### config.mk
export PLATFORM = sky130hd
export DESIGN_NAME = cpu_controller
export DESIGN_NICKNAME = d
export VERILOG_FILES = /design/src/rtl/cpu_controller.sv
export SDC_FILE = /design/constraint.sdc
export NUM_CORES = 1
export LEC_CHECK = 0
export CAP_MARGIN = 20
export CORE_MARGIN = 4
export CORE_UTILIZATION = 40
export CTS_CLUSTER_DIAMETER = 100
export DETAILED_ROUTE_END_ITERATION = 8
export PLACE_DENSITY = 0.7
export REMOVE_ABC_BUFFERS = 1
export SLEW_MARGIN = 10
export SYNTH_ARGS = -nofsm -noshare
export SYNTH_HDL_FRONTEND = slang
export SYNTH_SLANG_ARGS = --single-unit
### constraint.sdc
create_clock -name clk -period 2.75 [get_ports clk]
set_clock_uncertainty 0.1 [all_clocks]
set_input_delay 0.55 -clock clk [delete_from_list [all_inputs] [get_ports clk]]
set_output_delay 0.55 -clock clk [all_outputs]
set_load 0.05 [all_outputs]
### src/rtl/cpu_controller.sv
// rtl/cpu_controller.sv - Moore control FSM sequencing fetch, decode, ALU and load/store steps
//
// Ports:
//   clk                 rising-edge clock
//   reset               asynchronous, active-high reset (forces RST)
//   opcode[2:0], op[1:0] instruction fields IR[15:13] / IR[12:11]
//   load_pc, reset_pc   program counter controls
//   addr_sel            1 = PC drives the memory address, 0 = address register
//   load_ir, load_addr  instruction / data-address register loads
//   mem_cmd[1:0]        00 NONE, 01 READ, 10 WRITE
//   nsel[1:0]           register select: 00 Rn, 01 Rd, 10 Rm
//   vsel[1:0]           writeback source: 00 C, 10 sximm8, 11 mdata
//   write, loada, loadb, asel, bsel, loadc, loads  datapath controls
//   halted              high while in HALT
//
// Parameter RD_LAT (1..15) sets how many cycles IF1 and MRD hold a read.
// Optional macro CPU_CONTROLLER_HALT_EN: opcode 111 enters HALT until reset;
// without it opcode 111 is a NOP and halted stays 0.

module cpu_controller #(
  parameter int RD_LAT = 1
) (
  input  logic       clk,
  input  logic       reset,
  input  logic [2:0] opcode,
  input  logic [1:0] op,
  output logic       load_pc,
  output logic       reset_pc,
  output logic       addr_sel,
  output logic       load_ir,
  output logic       load_addr,
  output logic [1:0] mem_cmd,
  output logic [1:0] nsel,
  output logic [1:0] vsel,
  output logic       write,
  output logic       loada,
  output logic       loadb,
  output logic       asel,
  output logic       bsel,
  output logic       loadc,
  output logic       loads,
  output logic       halted
);

  typedef enum logic [4:0] {
    S_RST, S_IF1, S_IF2, S_UPC, S_DEC, S_WIMM, S_GETA, S_GETB, S_EXEC,
    S_WREG, S_ADDR, S_LDAD, S_MRD, S_WMEM, S_STB, S_STOUT, S_MWR, S_HALT
  } state_t;

  typedef struct packed {
    logic       halted;
    logic       load_pc;
    logic       reset_pc;
    logic       addr_sel;
    logic       load_ir;
    logic       load_addr;
    logic [1:0] mem_cmd;
    logic [1:0] nsel;
    logic [1:0] vsel;
    logic       write;
    logic       loada;
    logic       loadb;
    logic       asel;
    logic       bsel;
    logic       loadc;
    logic       loads;
  } ctrl_t;

  localparam logic [1:0] MEM_READ  = 2'b01;
  localparam logic [1:0] MEM_WRITE = 2'b10;
  localparam logic [1:0] SEL_RN    = 2'b00;
  localparam logic [1:0] SEL_RD    = 2'b01;
  localparam logic [1:0] SEL_RM    = 2'b10;
  localparam logic [1:0] V_C       = 2'b00;
  localparam logic [1:0] V_IMM8    = 2'b10;
  localparam logic [1:0] V_MDATA   = 2'b11;
  localparam logic [3:0] LAT_LAST  = 4'(RD_LAT - 1);

  state_t     state, nxt;
  logic [3:0] cnt, nxt_cnt;
  logic       phase, nxt_phase;   // ADDR second cycle; kept apart so cnt stays below RD_LAT
  logic [2:0] ir_opc;             // fields captured in DEC; later branches use only these
  logic [1:0] ir_op;
  ctrl_t      ctrl;

  // Output pattern for a state; the registered copy tracks the state one-for-one.
  function automatic ctrl_t decode(input state_t s, input logic ph,
                                   input logic [2:0] opc, input logic [1:0] o);
    ctrl_t c;
    c = '0;
    case (s)
      S_RST:   begin c.reset_pc = 1'b1; c.load_pc = 1'b1; end
      S_IF1:   begin c.addr_sel = 1'b1; c.mem_cmd = MEM_READ; end
      S_IF2:   begin c.addr_sel = 1'b1; c.mem_cmd = MEM_READ; c.load_ir = 1'b1; end
      S_UPC:   c.load_pc = 1'b1;
      S_WIMM:  begin c.nsel = SEL_RN; c.vsel = V_IMM8; c.write = 1'b1; end
      S_GETA:  begin c.nsel = SEL_RN; c.loada = 1'b1; end
      S_GETB:  begin c.nsel = SEL_RM; c.loadb = 1'b1; end
      S_EXEC:  begin
        c.loadc = 1'b1;
        c.asel  = (opc == 3'b110);
        c.loads = (opc == 3'b101) && (o == 2'b01);
      end
      S_WREG:  begin c.nsel = SEL_RD; c.vsel = V_C; c.write = 1'b1; end
      S_ADDR:  begin
        if (!ph) begin c.nsel = SEL_RN; c.loada = 1'b1; end
        else     begin c.bsel = 1'b1;   c.loadc = 1'b1; end
      end
      S_LDAD:  c.load_addr = 1'b1;
      S_MRD:   c.mem_cmd = MEM_READ;
      S_WMEM:  begin c.mem_cmd = MEM_READ; c.nsel = SEL_RD; c.vsel = V_MDATA; c.write = 1'b1; end
      S_STB:   begin c.nsel = SEL_RD; c.loadb = 1'b1; end
      S_STOUT: begin c.asel = 1'b1; c.loadc = 1'b1; end
      S_MWR:   c.mem_cmd = MEM_WRITE;
      S_HALT:  begin
`ifdef CPU_CONTROLLER_HALT_EN
        c.halted = 1'b1;
`endif
      end
      default: ;
    endcase
    return c;
  endfunction

  // Counter and phase fall to 0 unless the state is held, so any state change clears them.
  always_comb begin
    nxt       = state;
    nxt_cnt   = 4'd0;
    nxt_phase = 1'b0;
    case (state)
      S_RST:   nxt = S_IF1;
      S_IF1:   if (cnt == LAT_LAST) nxt = S_IF2; else nxt_cnt = cnt + 4'd1;
      S_IF2:   nxt = S_UPC;
      S_UPC:   nxt = S_DEC;
      S_DEC:   begin
        casez ({opcode, op})
          5'b110_10:          nxt = S_WIMM;
          5'b110_00:          nxt = S_GETB;
          5'b101_??:          nxt = S_GETA;
          5'b011_00, 5'b100_00: nxt = S_ADDR;
`ifdef CPU_CONTROLLER_HALT_EN
          5'b111_??:          nxt = S_HALT;
`endif
          default:            nxt = S_IF1;
        endcase
      end
      S_WIMM:  nxt = S_IF1;
      S_GETA:  nxt = S_GETB;
      S_GETB:  nxt = S_EXEC;
      S_EXEC:  nxt = (ir_opc == 3'b101 && ir_op == 2'b01) ? S_IF1 : S_WREG;
      S_WREG:  nxt = S_IF1;
      S_ADDR:  if (!phase) nxt_phase = 1'b1; else nxt = S_LDAD;
      S_LDAD:  nxt = (ir_opc == 3'b011) ? S_MRD : S_STB;
      S_MRD:   if (cnt == LAT_LAST) nxt = S_WMEM; else nxt_cnt = cnt + 4'd1;
      S_WMEM:  nxt = S_IF1;
      S_STB:   nxt = S_STOUT;
      S_STOUT: nxt = S_MWR;
      S_MWR:   nxt = S_IF1;
      S_HALT:  nxt = S_HALT;
      default: nxt = S_RST;
    endcase
  end

  always_ff @(posedge clk or posedge reset) begin
    if (reset) begin
      state  <= S_RST;
      cnt    <= 4'd0;
      phase  <= 1'b0;
      ir_opc <= 3'd0;
      ir_op  <= 2'd0;
      ctrl   <= decode(S_RST, 1'b0, 3'd0, 2'd0);
    end else begin
      state <= nxt;
      cnt   <= nxt_cnt;
      phase <= nxt_phase;
      if (state == S_DEC) begin
        ir_opc <= opcode;
        ir_op  <= op;
      end
      ctrl <= decode(nxt, nxt_phase, ir_opc, ir_op);
    end
  end

  assign load_pc   = ctrl.load_pc;
  assign reset_pc  = ctrl.reset_pc;
  assign addr_sel  = ctrl.addr_sel;
  assign load_ir   = ctrl.load_ir;
  assign load_addr = ctrl.load_addr;
  assign mem_cmd   = ctrl.mem_cmd;
  assign nsel      = ctrl.nsel;
  assign vsel      = ctrl.vsel;
  assign write     = ctrl.write;
  assign loada     = ctrl.loada;
  assign loadb     = ctrl.loadb;
  assign asel      = ctrl.asel;
  assign bsel      = ctrl.bsel;
  assign loadc     = ctrl.loadc;
  assign loads     = ctrl.loads;
  assign halted    = ctrl.halted;

endmodule

==> metrics.txt <==
clock latency on the worst-skew pair 0.28 ns; endpoints failing hold 0; slowest cell delay on critical path 0.57 ns; final core occ 0.514; number of port buffers 24; post-route cell area 2080 um^2; Fin Setup TNS 0 ns; Least-Margin Pin Slew between 0.5 and 0.6 ns; Final Setup Violations 0; Tot GR Track Use 0.153; clock sink count 33; Slew HR 0.633; antenna-violating nets left 0; Final period util 0.823; WP data arrival ~2.3 ns; Min-Delay Path Class reg -> reg; flops & latches, synth 33; hold_buf cts 0; CTS tree done; Post-DP HPWL around 2800 um; initial antenna violation count 0; die area between 5000 and 6000 um^2; status finished, final reports clean; vias in the first global route about 1,400; worst path required time about 2.8 ns; CP bufs+invs 1; CP Capture Type flip-flop; YS warnings 0; vias 1,361; GRT met3 Usage 0.0358; row cnt 23; starting DRC count in detailed routing 66; Max-Cap Viols 0; Fmax between 0.4 and 0.5 GHz; CP max-delay cell clkdlybuf4s50_1; sequential area share after synthesis 0.489; met2 Track Usage GR 0.254; Psw about 980 uW; vias per std cell around 5.5; ant diodes 0; GRT overflow 0; first-pass GRT wire length ~6400 um; H-tree Lvls 2; kind of critical path in -> reg; Cell Int Power 1240 uW; Initial Util 0.418; async set-reset flop share out of synthesis 1.00; largest net degree at the start of global routing 34; Syn Std Cell Area around 1700 um^2; count of flip-flops with a built-in enable after synthesis 0; CTS Buf Count 5; core box area between 4000 and 5000 um^2; combinational share of power 0.501; Worst-path clk slew about 0.070 ns; fin. max-slew vios 0; unrepaired setup endpoints after global routing no; num ports 26; area growth from synthesis to layout 23.0%; TritonRoute pass-1 iters 4; switch share 0.441; maximum buffer depth of the clock tree 2; Power Dens Cells 1060 nW/um^2; # resized after CTS 0; Die X 73.1 um; dominant synthesized flop cell dfrtp_1; worst-path fanout max 7; Mapped Avg Cell Area roughly 9.9 um^2; Final Wtd Congestion around 0.8; fin cells between 200 and 250; CTS root buf clkbuf_8; Peak VDD IR about 0.50 mV; Fill cells 380; Placed Area around 2000 um^2; Clk pwr share 0.165; CP Cell Sequence clkdlybuf4s50_1, o21ba_2, o32ai_1, o221ai_2, o2111ai_4, o22ai_1; hold_ws approximately 0.4 ns; met1 track demand over resource 0.198; Die Height approximately 73 um; Total Wirelength between 3000 and 4000 um; dpl cells approximately 240; kind of cell adding the most delay to the critical path compound AO/OA/AOI/OAI gates; Gate Count Post-Synth 171; # DRC 0; Netlist cell types 52; Flop pwr share 0.333; DR WL/cell between 10 and 15 um; share of cells above drive strength 1 0.131; Leak a little under 0.0009 uW; Worst setup SP type primary input; postcts setup bufs 0; nets ~210; Final min period 2.26 ns; most used routing layer met2
## metal layers
metal  share of wire  up-vias  wire length [um]
met5               0        -                 0
met4           0.010        0                37
met3           0.048        6               179
met2            0.50       40              1850
met1            0.44      656              1640
li1                -      659                 -
## power by group through the flow
| stage | combinational (uW) | clock [uW] | sequential [uW] |
|---|---|---|---|
| floorplan | 599 | 0 | 934 |
| global placement | 1090 | 0 | 742 |
| detailed placement | 1100 | 0 | 747 |
| CTS | 1110 | 376 | 739 |
| global route | 1210 | 401 | 760 |
| finish | 1110 | 366 | 739 |
## worst reg2reg max path, cell delays in order (launching register included)
cell      delay [ns]
dfrtp_1         0.65
nor2b_1         0.34
nand2_1         0.29
o221ai_2        0.33
nor2_1          0.14
o31ai_2         0.26
## per-stage QoR
stage               worst slack [ns]  total power [uW]
floorplan                      0.750              1530
global route                   0.409              2370
CTS                            0.501              2220
global placement               0.253              1830
detailed placement             0.209              1850
finish                         0.488              2220
## area by class of cell
| cell class | instances | area (um^2) | area share |
|---|---|---|---|
| Tap cell | 50 | 62.6 | 0.0300 |
| Multi-Input combinational cell | 116 | 777 | 0.373 |
| Inverter | 13 | 48.8 | 0.0234 |
| Sequential cell | 33 | 828 | 0.397 |
| Clock buffer | 8 | 90.1 | 0.0432 |
| Timing Repair Buffer | 29 | 278 | 0.133 |
## flip-flops by register name, summed over array words and instances, names as in the netlist, 2 cells and up
signal and flops:
vsel 2, ir_op 2, ir_opc 3, mem_cmd 2
nsel 2, state 5, cnt 4
## synth_stat cells (5+ instances only)
cell,count,area share
dfrtp_1,31,0.46
inv_1,13,0.029
nor2_1,13,0.029
nor2b_1,8,0.030
o21ai_0,8,0.024
a21oi_1,7,0.021
nand2_1,7,0.016
nand3_1,6,0.018
nor3_1,6,0.018
clkbuf_1,5,0.011
## path summary, 6_finish.rpt
check | startpoint | end | slack (ns) | depth (start not counted)
worst max-delay path | opcode[0] | vsel[1] | 0.49 | 6
worst min-delay path | ir_op[0] | ir_op[0] | 0.40 | 1
worst max register to register | state[2] | loadb | 0.54 | 5
worst min register to register | ir_op[0] | ir_op[0] | 0.40 | 1
max in group asynchronous | reset | load_pc | 1.67 | 3
min in group asynchronous | reset | cnt[0] | 0.55 | 3
## cell families after synthesis
| logic type | synth area share |
|---|---|
| AO/OA/AOI/OAI | 0.173 |
| XOR/XNOR | 0.0155 |
| adder cells (fa/ha/maj) | 0.0148 |
| buffers and inverters | 0.0531 |
| flip-flops | 0.489 |
| multiplexers | 0.0266 |
| other | 0.00221 |
| AND/OR/NAND/NOR | 0.226 |
## cell usage in the layout, fill, tap and decap left out, types with 4 or more instances in the layout
cell and instances:
inv_1 13, nor4_1 4, o21ai_0 8, clkbuf_8 6
nand2_1 7, nand3_1 6, mux2_2 4, nor2_1 13
nand2b_1 4, nor3_1 6, dfrtp_1 31, a21oi_1 7
nor2b_1 8, clkdlybuf4s50_1 24, buf_4 5
Note: power is estimated with default switching activity, not from simulation.
